--- src/rtl/debug_pkg.sv ---
// Shared definitions for the debugger command unit: host command codes,
// default response bytes and the load-parser state encoding.
package debug_pkg;

   localparam logic [7:0] CMD_LOAD      = 8'h07;
   localparam logic [7:0] CMD_RUN       = 8'h08;
   localparam logic [7:0] CMD_STEP_MODE = 8'h09;
   localparam logic [7:0] CMD_STEP      = 8'h0A;
   localparam logic [7:0] CMD_HALT      = 8'h0B;

   localparam logic [7:0] ACK_DEFAULT = 8'hA5;
   localparam logic [7:0] NAK_DEFAULT = 8'hEE;

   typedef enum logic [1:0] {
      ST_IDLE  = 2'd0,
      ST_LEN   = 2'd1,
      ST_DATA  = 2'd2,
      ST_WRITE = 2'd3
   } state_t;

endpackage

--- src/rtl/debug_resp_tx.sv ---
// One-entry response buffer in front of the UART transmitter. A newer
// response replaces a pending one; each buffered byte is launched once.
module debug_resp_tx (
   input  logic       i_clk,
   input  logic       i_rst,
   input  logic       i_resp_vld,
   input  logic [7:0] i_resp_byte,
   input  logic       i_tx_busy,
   output logic       o_tx_start,
   output logic [7:0] o_tx_data
);

   logic       r_pend;
   logic [7:0] r_pend_byte;
   logic       r_tx_start;
   logic [7:0] r_tx_data;

   always_ff @(posedge i_clk or negedge i_rst) begin
      if (!i_rst) begin
         r_pend      <= 1'b0;
         r_pend_byte <= 8'h00;
         r_tx_start  <= 1'b0;
         r_tx_data   <= 8'h00;
      end else begin
         r_tx_start <= 1'b0;
         // Skip the cycle right after a launch: the transmitter may not show busy yet.
         if (r_pend && !i_tx_busy && !r_tx_start) begin
            r_tx_start <= 1'b1;
            r_tx_data  <= r_pend_byte;
            r_pend     <= 1'b0;
         end
         if (i_resp_vld) begin
            r_pend      <= 1'b1;
            r_pend_byte <= i_resp_byte;
         end
      end
   end

   assign o_tx_start = r_tx_start;
   assign o_tx_data  = r_tx_data;

endmodule

--- src/rtl/debug_cmd_unit.sv ---
// Debugger front end: decodes host bytes, loads little-endian program words
// into instruction memory and drives the core's run/step/reset controls.
module debug_cmd_unit
   import debug_pkg::*;
#(
   parameter int          ADDR_WIDTH      = 32,
   parameter int          MAX_INSTRUCTION = 64,
   parameter int          TIMEOUT_CYCLES  = 1000000,
   parameter logic [7:0]  ACK_BYTE        = ACK_DEFAULT,
   parameter logic [7:0]  NAK_BYTE        = NAK_DEFAULT
) (
   input  logic                  i_clk,
   input  logic                  i_rst,
   input  logic [7:0]            i_rx_data,
   input  logic                  i_rx_done,
   input  logic                  i_tx_busy,
   input  logic                  i_cpu_halt,
   output logic                  o_tx_start,
   output logic [7:0]            o_tx_data,
   output logic                  o_imem_we,
   output logic [ADDR_WIDTH-1:0] o_imem_addr,
   output logic [31:0]           o_imem_data,
   output logic                  o_cpu_rst,
   output logic                  o_run,
   output logic                  o_step,
   output logic                  o_step_mode,
   output logic                  o_loaded
);

   localparam int         TMO_W   = $clog2(TIMEOUT_CYCLES + 1);
   localparam logic [7:0] MAX_LEN = 8'(MAX_INSTRUCTION);

   state_t                r_state;
   logic [7:0]            r_len;
   logic [ADDR_WIDTH-1:0] r_word_idx;
   logic [1:0]            r_byte_idx;
   logic [23:0]           r_word;
   logic [TMO_W-1:0]      r_tmo;
   logic                  r_imem_we;
   logic [ADDR_WIDTH-1:0] r_imem_addr;
   logic [31:0]           r_imem_data;
   logic                  r_cpu_rst;
   logic                  r_run;
   logic                  r_step;
   logic                  r_step_mode;
   logic                  r_loaded;
   logic                  r_resp_vld;
   logic [7:0]            r_resp_byte;

   logic                  w_counting;
   logic                  w_tmo_hit;
   logic [ADDR_WIDTH-1:0] w_next_idx;
   logic                  w_last;

   assign w_counting = (r_state == ST_LEN) || (r_state == ST_DATA);
   assign w_tmo_hit  = w_counting && !i_rx_done &&
                       (r_tmo == TMO_W'(TIMEOUT_CYCLES - 1));
   assign w_next_idx = r_word_idx + 1'b1;
   assign w_last     = (w_next_idx == ADDR_WIDTH'(r_len));

   always_ff @(posedge i_clk or negedge i_rst) begin
      if (!i_rst) begin
         r_state     <= ST_IDLE;
         r_len       <= 8'h00;
         r_word_idx  <= '0;
         r_byte_idx  <= 2'd0;
         r_word      <= 24'h0;
         r_tmo       <= '0;
         r_imem_we   <= 1'b0;
         r_imem_addr <= '0;
         r_imem_data <= 32'h0;
         r_cpu_rst   <= 1'b0;
         r_run       <= 1'b0;
         r_step      <= 1'b0;
         r_step_mode <= 1'b0;
         r_loaded    <= 1'b0;
         r_resp_vld  <= 1'b0;
         r_resp_byte <= 8'h00;
      end else begin
         r_resp_vld <= 1'b0;
         r_step     <= 1'b0;
         r_imem_we  <= 1'b0;

         if (i_rx_done || !w_counting)
            r_tmo <= '0;
         else
            r_tmo <= r_tmo + 1'b1;

         case (r_state)
            ST_IDLE: begin
               if (i_rx_done) begin
                  case (i_rx_data)
                     CMD_LOAD: begin
                        r_state   <= ST_LEN;
                        r_cpu_rst <= 1'b1;
                     end
                     CMD_RUN: begin
                        r_resp_vld <= 1'b1;
                        if (r_loaded) begin
                           r_run       <= 1'b1;
                           r_step_mode <= 1'b0;
                           r_resp_byte <= ACK_BYTE;
                        end else begin
                           r_resp_byte <= NAK_BYTE;
                        end
                     end
                     CMD_STEP_MODE: begin
                        r_run       <= 1'b0;
                        r_step_mode <= 1'b1;
                        r_resp_vld  <= 1'b1;
                        r_resp_byte <= ACK_BYTE;
                     end
                     CMD_STEP: begin
                        r_resp_vld <= 1'b1;
                        if (r_step_mode && r_loaded) begin
                           r_step      <= 1'b1;
                           r_resp_byte <= ACK_BYTE;
                        end else begin
                           r_resp_byte <= NAK_BYTE;
                        end
                     end
                     CMD_HALT: begin
                        r_run       <= 1'b0;
                        r_resp_vld  <= 1'b1;
                        r_resp_byte <= ACK_BYTE;
                     end
                     default: begin
                        r_resp_vld  <= 1'b1;
                        r_resp_byte <= NAK_BYTE;
                     end
                  endcase
               end
            end

            ST_LEN: begin
               if (i_rx_done) begin
                  if (i_rx_data == 8'h00 || i_rx_data > MAX_LEN) begin
                     r_state     <= ST_IDLE;
                     r_cpu_rst   <= 1'b0;
                     r_resp_vld  <= 1'b1;
                     r_resp_byte <= NAK_BYTE;
                  end else begin
                     r_len      <= i_rx_data;
                     r_word_idx <= '0;
                     r_byte_idx <= 2'd0;
                     r_run      <= 1'b0;
                     r_loaded   <= 1'b0;
                     r_state    <= ST_DATA;
                  end
               end else if (w_tmo_hit) begin
                  r_state     <= ST_IDLE;
                  r_cpu_rst   <= 1'b0;
                  r_resp_vld  <= 1'b1;
                  r_resp_byte <= NAK_BYTE;
               end
            end

            ST_DATA: begin
               if (i_rx_done) begin
                  r_byte_idx <= r_byte_idx + 1'b1;
                  case (r_byte_idx)
                     2'd0: r_word[7:0]   <= i_rx_data;
                     2'd1: r_word[15:8]  <= i_rx_data;
                     2'd2: r_word[23:16] <= i_rx_data;
                     default: begin
                        r_imem_we   <= 1'b1;
                        r_imem_addr <= r_word_idx;
                        r_imem_data <= {i_rx_data, r_word};
                        r_state     <= ST_WRITE;
                     end
                  endcase
               end else if (w_tmo_hit) begin
                  r_state     <= ST_IDLE;
                  r_cpu_rst   <= 1'b0;
                  r_resp_vld  <= 1'b1;
                  r_resp_byte <= NAK_BYTE;
               end
            end

            ST_WRITE: begin
               r_word_idx <= w_next_idx;
               if (w_last) begin
                  r_loaded    <= 1'b1;
                  r_cpu_rst   <= 1'b0;
                  r_resp_vld  <= 1'b1;
                  r_resp_byte <= ACK_BYTE;
                  r_state     <= ST_IDLE;
               end else begin
                  r_state <= ST_DATA;
                  // A byte arriving during the write cycle starts the next word.
                  if (i_rx_done) begin
                     r_word[7:0] <= i_rx_data;
                     r_byte_idx  <= 2'd1;
                  end
               end
            end

            default: r_state <= ST_IDLE;
         endcase

         if (i_cpu_halt)
            r_run <= 1'b0;
      end
   end

   debug_resp_tx u_resp_tx (
      .i_clk       (i_clk),
      .i_rst       (i_rst),
      .i_resp_vld  (r_resp_vld),
      .i_resp_byte (r_resp_byte),
      .i_tx_busy   (i_tx_busy),
      .o_tx_start  (o_tx_start),
      .o_tx_data   (o_tx_data)
   );

   assign o_imem_we   = r_imem_we;
   assign o_imem_addr = r_imem_addr;
   assign o_imem_data = r_imem_data;
   assign o_cpu_rst   = r_cpu_rst;
   assign o_run       = r_run;
   assign o_step      = r_step;
   assign o_step_mode = r_step_mode;
   assign o_loaded    = r_loaded;

endmodule

--- config.mk ---
export PLATFORM = sky130hd
export DESIGN_NAME = debug_cmd_unit
export DESIGN_NICKNAME = d
export VERILOG_FILES = /design/src/rtl/debug_pkg.sv /design/src/rtl/debug_resp_tx.sv /design/src/rtl/debug_cmd_unit.sv
export SDC_FILE = /design/constraint.sdc
export NUM_CORES = 1
export LEC_CHECK = 0
export CAP_MARGIN = 20
export CORE_AREA = 2 2 136 138
export DETAILED_ROUTE_END_ITERATION = 12
export DIE_AREA = 0 0 138 140
export GPL_ROUTABILITY_DRIVEN = 0
export PLACE_DENSITY = 0.78
export SLEW_MARGIN = 40
export SYNTH_ARGS = -nofsm -noshare
export SYNTH_HDL_FRONTEND = slang
export SYNTH_SLANG_ARGS = --single-unit
--- constraint.sdc ---
create_clock -name i_clk -period 2.7 [get_ports i_clk]
set_input_delay 0.54 -clock i_clk [delete_from_list [all_inputs] [get_ports i_clk]]
set_output_delay 0.54 -clock i_clk [all_outputs]
set_load 0.01 [all_outputs]
# Yosys cells after proc, flatten, opt, wreduce, memory -nomap -nowiden

Index checks and enable logic that the tools add are counted.
Widths: inputs -> output; s select.

Bits in registers: 185
Input bits: 13
Output and inout port bits: 79
Logic and storage cells: 166

Add/subtract/negate cells: 3
Magnitude comparators: 1
Eq/ne operators: 31
Mux-type cells: 71
Bitwise logic cells: 2
Reductions and logical operators: 36

Operator list:

| operator              | count |
|---|---|
| $mux 8                | 10 |
| $mux 32               | 2 |
| $pmux 32 s2           | 1 |
| $pmux 8 s4            | 2 |
| $add 32x1->32 const B | 1 |
| $eq 32x8->1           | 1 |
| $eq 8x4->1 const B    | 4 |
| $mux 1                | 31 |
| $mux 2                | 13 |
| $add 20x1->20 const B | 1 |
| $eq 20x20->1 const B  | 1 |
| $mux 20               | 1 |
| $ne 2x2->1 const B    | 10 |
| $reduce_and 3->1      | 6 |
| $pmux 8 s2            | 1 |
| $reduce_and 5->1      | 3 |
| $mux 7                | 2 |
| $ne 3x3->1 const B    | 4 |
| $reduce_and 6->1      | 2 |
| $eq 8x3->1 const B    | 1 |
| $gt 8x7->1 const B    | 1 |
| $logic_not 8->1       | 1 |
| $pmux 1 s2            | 4 |
| $pmux 1 s4            | 2 |
| other kinds (19)      | 39 |

# Logic depth before layout (Yosys ltp)

Gate-level depths: netlist (run 1).

Depth after elaboration: 7
Mapped depth: 12

# By module

A second synthesis (run 1) with hierarchy kept.

Cell total of the unflattened synthesis: 817
Area total of the unflattened synthesis: 8933.6 um^2

Modules (own cells, without submodules):

| module         | instances | cells each | area an instance (um^2) | sequential area each (um^2) |
|---|---|---|---|---|
| debug_cmd_unit | 1         | 778        | 8232.9                  | 4179.0 |
| debug_resp_tx  | 1         | 39         | 700.7                   | 450.4 |

# Worst setup path before layout (run 1)

No wires, ideal clock.

Kind: reg-to-reg
Start point: reg r_word_idx[0]
End point: reg r_word[0]
Setup time: 0.125 ns
Data arrival time: 2.796 ns
Setup slack: -0.221 ns
Stages on the path, launching flop included: 12
Buffers on the path: 2
Clock period less this slack: 2.921 ns
Cells stage by stage: dfrtp_1 ha_1 nand3_2 nor4_4 nand4_1 mux2i_1 nor4_1 and4_1 buf_6 a21o_1 buf_6 mux2_4

Cells in the longest elaborated chain, start to end: 4

RTL lines:

| what                              | RTL line              | text |
|---|---|---|
| start, declared                   | debug_cmd_unit.sv:35  | `logic [ADDR_WIDTH-1:0] r_word_idx;` |
| start signal, assigned            | debug_cmd_unit.sv:181 | `r_word_idx <= w_next_idx;` |
| $add 32x1->32                     | debug_cmd_unit.sv:58  | `assign w_next_idx = r_word_idx + 1'b1;` |
| $eq 32x8->1                       | debug_cmd_unit.sv:59  | `assign w_last = (w_next_idx == ADDR_WIDTH'(r_len));` |
| $ne 2x2->1 (no source line)       | --                    |  |
| $reduce_and 5->1 (no source line) | --                    |  |
| end signal, assigned              | debug_cmd_unit.sv:162 | `2'd0: r_word[7:0] <= i_rx_data;` |
| end signal, assigned              | debug_cmd_unit.sv:192 | `r_word[7:0] <= i_rx_data;` |
| end, declared                     | debug_cmd_unit.sv:37  | `logic [23:0] r_word;` |

Every way passes these cells.
A chain may end at the register's enable or synchronous reset.

# Final worst setup path (run 1)

Start point: reg r_word_idx[1]
End point: reg r_word[5]

The elaborated chain is that of the path after synthesis.

==> flow_summary_export.csv, run 1 <==
group,metric,value,unit
logic_synthesis,yosys_warnings,0,
sta,setup_viol,8,
job,cap_violations,0,
setup_path,slowest_delay,400,ps
drt,drc_errors,0,
clock_tree,clock_latency,440,ps
die,fp.dieH,140,microns
logic_synthesis,seq_area_frac_synth,0.525,
sta,final-hold-violation-count,0,
setup_path,cp.required,3030,ps
outcome,status,"finished with violations",
setup_path,endpoint_kind,"flip-flop",
sta,rsz0062_at_grt,"yes",
final_layout,num-fill-cells,1397,
clock_tree,clk_pin_slew,70,ps
sta,drv_slew,0,
sta,fin_crit,2710,ps
sta,worst_pin_slew,615,ps
clock_tree,cts.sinks,185,
setup_path,timing.critical_path.buf_inv,4,
setup_path,rr_startpoint,"r_word_idx[1]",
final_layout,area_delta_synth_final,29.4,%
grt,overflow,0,
grt,grt_pass1_wl,35.4,mm
logic_synthesis,synth-main-ff-cell,"dfrtp_1",
die,die-area,0.0193,sq mm
outcome,violations,"negative setup slack",
drt,vias_per_cell,5.69,
final_layout,layout.area.seq,0.00463,sq mm
power,ir_worst_vdd,0.552,mV
logic_synthesis,synthArstFlopShare,1.00,
sta,slew_headroom,0.590,
die,std_cell_rows,49,
logic_synthesis,syn_inst,796,
sta,max_freq,0.369,GHz
die,ios,92,
logic_synthesis,synth_area,0.00882,sq mm
setup_path,crit_family,"simple AND/OR/NAND/NOR gates",
setup_path,worstPathMaxFanout,8,
final_layout,final_util,0.642,
placed_design,portBuffers,91,
die,fp.dieW,138,microns
grt,antenna_found_initial,0,
power,total_power,8.07,mW
drt,vias,6882,
final_layout,layout-drive-gt1-share,0.286,
clock_tree,htree_levels,4,
setup_path,path_class,"reg -> reg",
drt,routed_wl,21.1,mm
setup_path,start_kind,"flip-flop",
grt,grt_max_degree,74,
final_layout,antennaDiodeCount,0,
setup_path,r2r_setup_slack,-10,ps
setup_path,rr_worst_depth,12,
final_layout,multiInputGateArea,0.00401,sq mm
drt,drt_iter0_markers,557,
die,coreArea,0.0178,sq mm
sta,period_share,1.00,
die,start_util,0.496,
setup_path,regToRegEndpoint,"r_word[5]",
final_layout,nNetsFinal,990,
clock_tree,cts-root-buf,"clkbuf_16",
drt,highest_layer,"met4",
setup_path,crit_top_cell,"buf_4",
placed_design,place_ws,-192,ps
logic_synthesis,synth_edf_count,0,
logic_synthesis,synth.distinct_cells,67,
drt,wl_met2,10.3,mm
clock_tree,cts_buffers,17,
drt,firstDrtPassIters,5,
power,p_per_area,708,mW/mm^2
logic_synthesis,ys_ff_latch,185,
setup_path,cp_slowest_cell,"dfrtp_1",
sta,clock_skew,9.63,ps
sta,hold_ws,89.2,ps
grt,grt_usage,0.226,
placed_design,place_hpwl,14.5,mm
drt,wl_met1,9.05,mm
sta,setup_ws,-11.3,ps
setup_path,path_cells,"buf_6 -> nand4_1 -> buf_4 -> nor4_4 -> buf_4 -> xnor2_2 -> o211ai_1 -> nor4_2 -> and4_4 -> a21o_1 -> buf_12 -> mux2_4",
logic_synthesis,mappedNetlistNets,819,
grt,grt_pass1_vias,6983,
clock_tree,cts_buffer_depth,2,
hold_path,worstHoldPathType,"in -> async",
clock_tree,cts_tree,"built",
logic_synthesis,avgSynthCellArea,11.1,sq um
drt,route.met3.wl,1.20,mm
drt,ant_nets,0,
setup_path,worst_ep_arrival_time,3040,ps
power,p_leak,5.23,nW
drt,wl_per_cell,17.4,microns
[final cells by class]
class,instances,share of cell area
flip-flops and latches,185,0.406
well taps,229,0.0251
clock buffers,18,0.0385
clock inverters,14,0.0156
repair buffers,202,0.159
multi-input cells,546,0.351
inverters,15,0.00493
[stage by stage]
step	instances	TNS, ps	area [sq um]
2_1_floorplan	796	0	8830
3_3_place_gp	1165	-2550	10600
3_5_place_dp	1165	-5600	10600
4_1_cts	1204	-1.60	11300
5_1_grt	1209	-1760	11400
6_report	1209	-52.3	11400
[placed cells by master, fill, tap and decap left out, types with 15 or more instances in the layout]
cell type	synthesis	layout
nand4_1	22	22
clkdlybuf4s50_1	0	90
mux2_2	96	96
clkbuf_16	0	17
o21ai_0	64	64
xor2_1	16	16
nor2_1	62	61
xnor2_1	16	15
dfrtp_1	185	184
nand2_1	58	58
nand3_1	23	21
buf_4	3	105
a21oi_1	28	27
[power breakdown]
part	internal, mW	switching (mW)
clock network	1.43	1.16
logic	1.03	0.924
registers	3.21	0.324
total	5.67	2.41
[cell usage after synthesis (4+ instances only)]
master | count | share of area
nor2_1 | 62 | 0.026
xor2_1 | 16 | 0.016
mux2_4 | 8 | 0.014
mux2i_1 | 6 | 0.0068
dfrtp_1 | 185 | 0.52
o21ai_1 | 5 | 0.0028
and2_1 | 4 | 0.0028
nor4_1 | 8 | 0.0057
buf_2 | 14 | 0.0079
nand2_1 | 58 | 0.025
clkbuf_1 | 25 | 0.011
nor3_1 | 11 | 0.0062
a21oi_1 | 28 | 0.016
o31ai_1 | 14 | 0.012
nand3_1 | 23 | 0.013
a31oi_1 | 5 | 0.0035
or3_1 | 6 | 0.0043
o21ai_0 | 64 | 0.036
buf_1 | 4 | 0.0017
inv_1 | 14 | 0.0060
nand4_1 | 22 | 0.016
nand2b_1 | 4 | 0.0028
ha_1 | 10 | 0.014
o21a_1 | 9 | 0.0077
xnor2_1 | 16 | 0.016
and4_1 | 8 | 0.0079
and3_1 | 12 | 0.0085
mux2_2 | 96 | 0.12
[cell families after synthesis]
group / count (synthesis) / synth area share
AOI/OAI and AO/OA: 157 / 0.110
xor gates and xnor gates: 32 / 0.0318
adders and majority gates: 10 / 0.0142
buffers and inverters: 65 / 0.0329
DFF: 185 / 0.525
muxes: 110 / 0.143
and+or+nand+nor: 237 / 0.144
[registers in the layout, indices dropped and copies added, names as in the netlist, 2 cells and up]
name                   cells
u_resp_tx.r_pend_byte      8
r_state                    2
r_tmo                     20
r_word_idx                32
u_resp_tx.o_tx_data        8
r_word                    24
r_resp_byte                8
o_imem_addr               32
o_imem_data               32
r_byte_idx                 2
r_len                      8
[layer usage]
layer  vias to the layer above  global-route usage
li1                       3208                   -
met2                       217               0.378
met1                      3414               0.290
met3                        43              0.0544
met4                         0              0.0795
met5                         -                   0
[repair_timing]
| action | CTS | global route |
|---|---|---|
| buffers inserted | 7 | 5 |
| hold buffers | 0 | 0 |
| pin swaps | 6 | 8 |
| endpoints found under the setup margin | 14 | 21 |
| resized for setup | 6 | 14 |
[worst max path at each step]
stage / start / to / slack, ps / cells after the start
after CTS: r_word_idx[0] / r_word[5] / -2 / 10
after global placement: i_rx_data[2] / r_resp_byte[2] / -120 / 10
final: r_word_idx[1] / r_word[5] / -10 / 12
after floorplan: r_word_idx[0] / r_word[0] / 1 / 11
after global routing: r_word_idx[3] / r_word[1] / -140 / 10
after detailed placement: i_rx_data[2] / r_resp_byte[7] / -190 / 10
(Power assumes the default switching activity.)
==> run 2, diff against run 1 <==
- PLACE_DENSITY: 0.78 -> 0.75
- clock period: 2.7 -> 2.8 ns (I/O delays scaled with it)
==> run 2 against run 1 <==
  * The flow now finishes without violations
  * Core utilization down 0.24 points
  * Sequential power is 4% lower
  * Die area unchanged
  * Largest power group unchanged
==> flow_summary_export.csv, run 2 (synthesized netlist as in run 1, its figures left out) <==
group,metric,value,unit
outcome,status,"finished, final reports clean",
placed_design,place_hpwl,14.3,mm
setup_path,path_cells,"ha_4 -> nand3_4 -> nor4_4 -> buf_4 -> and3_1 -> mux2i_1 -> nor3_2 -> and4_1 -> a21o_1 -> buf_12 -> mux2_4",
drt,ant_nets,0,
clock_tree,htree_levels,4,
die,ios,92,
setup_path,endpoint_kind,"flip-flop",
sta,period_share,0.970,
grt,overflow,0,
setup_path,worst_ep_arrival_time,3040,ps
final_layout,layout.cells.non_filler,1193,
drt,vias_per_cell,5.66,
final_layout,final_cell_area,0.0114,sq mm
setup_path,cp_slowest_cell,"dfrtp_2",
final_layout,antennaDiodeCount,0,
sta,setup_ws,84.5,ps
sta,max_freq,0.368,GHz
placed_design,placed_cells,1154,
placed_design,portBuffers,91,
final_layout,final_common_cell,"dfrtp_1",
final_layout,layout-drive-gt1-share,0.281,
grt,grt_max_degree,77,
die,start_util,0.496,
grt,grt_pass1_wl,34.5,mm
clock_tree,cts-root-buf,"clkbuf_16",
sta,slew_headroom,0.645,
setup_path,start_kind,"flip-flop",
drt,wl_per_cell,17.5,microns
clock_tree,clk_pin_slew,70,ps
die,std_cell_rows,49,
grt,antenna_found_initial,0,
die,coreArea,0.0178,sq mm
clock_tree,cts_hold_buf,0,
setup_path,path_class,"reg -> reg",
final_layout,area_delta_synth_final,28.9,%
drt,vias,6755,
setup_path,rr_worst_depth,11,
placed_design,dpl_cell_area,0.0105,sq mm
sta,setup_viol,0,
drt,routed_wl,20.8,mm
clock_tree,cts_tree,"built",
setup_path,slowest_delay,410,ps
clock_tree,cts_buffers,17,
final_layout,nNetsFinal,974,
sta,drv_slew,0,
setup_path,worstPathMaxFanout,8,
sta,rsz0062_at_grt,"yes",
clock_tree,cts_buffer_depth,2,
power,ir_worst_vdd,0.495,mV
hold_path,worstHoldPathType,"in -> async",
clock_tree,cts.sinks,185,
job,cap_violations,0,
grt,grt_pass1_vias,6793,
drt,drc_errors,0,
sta,fin_crit,2720,ps
sta,clock_skew,10.0,ps
power,p_per_area,691,mW/mm^2
sta,final-hold-violation-count,0,
die,fp.dieW,138,microns
setup_path,cp.required,3120,ps
drt,firstDrtPassIters,6,
drt,drt_iter0_markers,787,
sta,worst_pin_slew,532,ps
die,die-area,0.0193,sq mm
clock_tree,clock_latency,440,ps
placed_design,place_ws,-116,ps
sta,hold_ws,72.6,ps
grt,grt_usage,0.220,
power,p_leak,5.19,nW
final_layout,final_cell_mix,"dfrtp_1 (177), mux2_2 (96), clkdlybuf4s50_1 (90)",
die,fp.dieH,140,microns
-- run 2: power by group --
part / total [mW] / switching, mW / internal [mW] / leakage (nW)
Clock: 2.58 / 1.13 / 1.45 / 0.307
Combinational: 1.89 / 0.880 / 1.01 / 2.41
Sequential: 3.39 / 0.297 / 3.09 / 2.47
Total: 7.86 / 2.31 / 5.55 / 5.19
-- run 2: final timing paths --
kind | from | end | slack (ps)
min in group i_clk | o_imem_data[25] | o_imem_data[25] | 480
min reg2reg | o_imem_data[25] | o_imem_data[25] | 480
min | i_rst | o_imem_addr[9] | 70
max in group asynchronous | i_rst | u_resp_tx.o_tx_data[3] | 1990
max | r_word_idx[1] | r_word[4] | 80
max reg2reg | r_word_idx[1] | r_word[4] | 80
-- run 2: final cells by class --
type / count / area, sq um
inverter: 15 / 56.3
fill: 1388 / 6410
tap: 229 / 287
clock inverter: 14 / 203
timing repair buffer: 186 / 1710
sequential: 185 / 4640
clock buffer: 18 / 429
multi-input combinational: 546 / 4040
-- run 2: metrics by stage --
stage / utilization / TNS [ps] / power [mW]
final: 0.639 / 0 / 7.86
after global routing: 0.639 / -77.8 / 8.26
after global placement: 0.593 / -216 / 5.21
after CTS: 0.629 / 0 / 7.90
after detailed placement: 0.593 / -615 / 5.28
after floorplan: - / 0 / 4.52
-- run 2: what timing repair did --
action,in CTS,in global routing
setup buffers,0,7
cloned,0,0
pin swaps,1,19
resized for setup,2,31
setup endpoints to repair,10,19
-- run 2: worst max-delay path: cells and delay by family (launching register included) --
kind / cells / cell delay (ps)
buffers and inverters: 2 / 350
AND/OR/NAND/NOR: 5 / 920
AO/OA/AOI/OAI: 1 / 220
flip-flops: 1 / 410
adder cells (fa/ha/maj): 1 / 170
multiplexers: 2 / 540
-- run 2: per-layer routing --
layer  global-route usage  share of wire  vias to the layer above
li1                     -              -                     3182
met1                0.295           0.44                     3328
met2                0.359           0.49                      217
met3               0.0482          0.054                       28
met4               0.0682          0.018                        0
met5                    0              0                        -
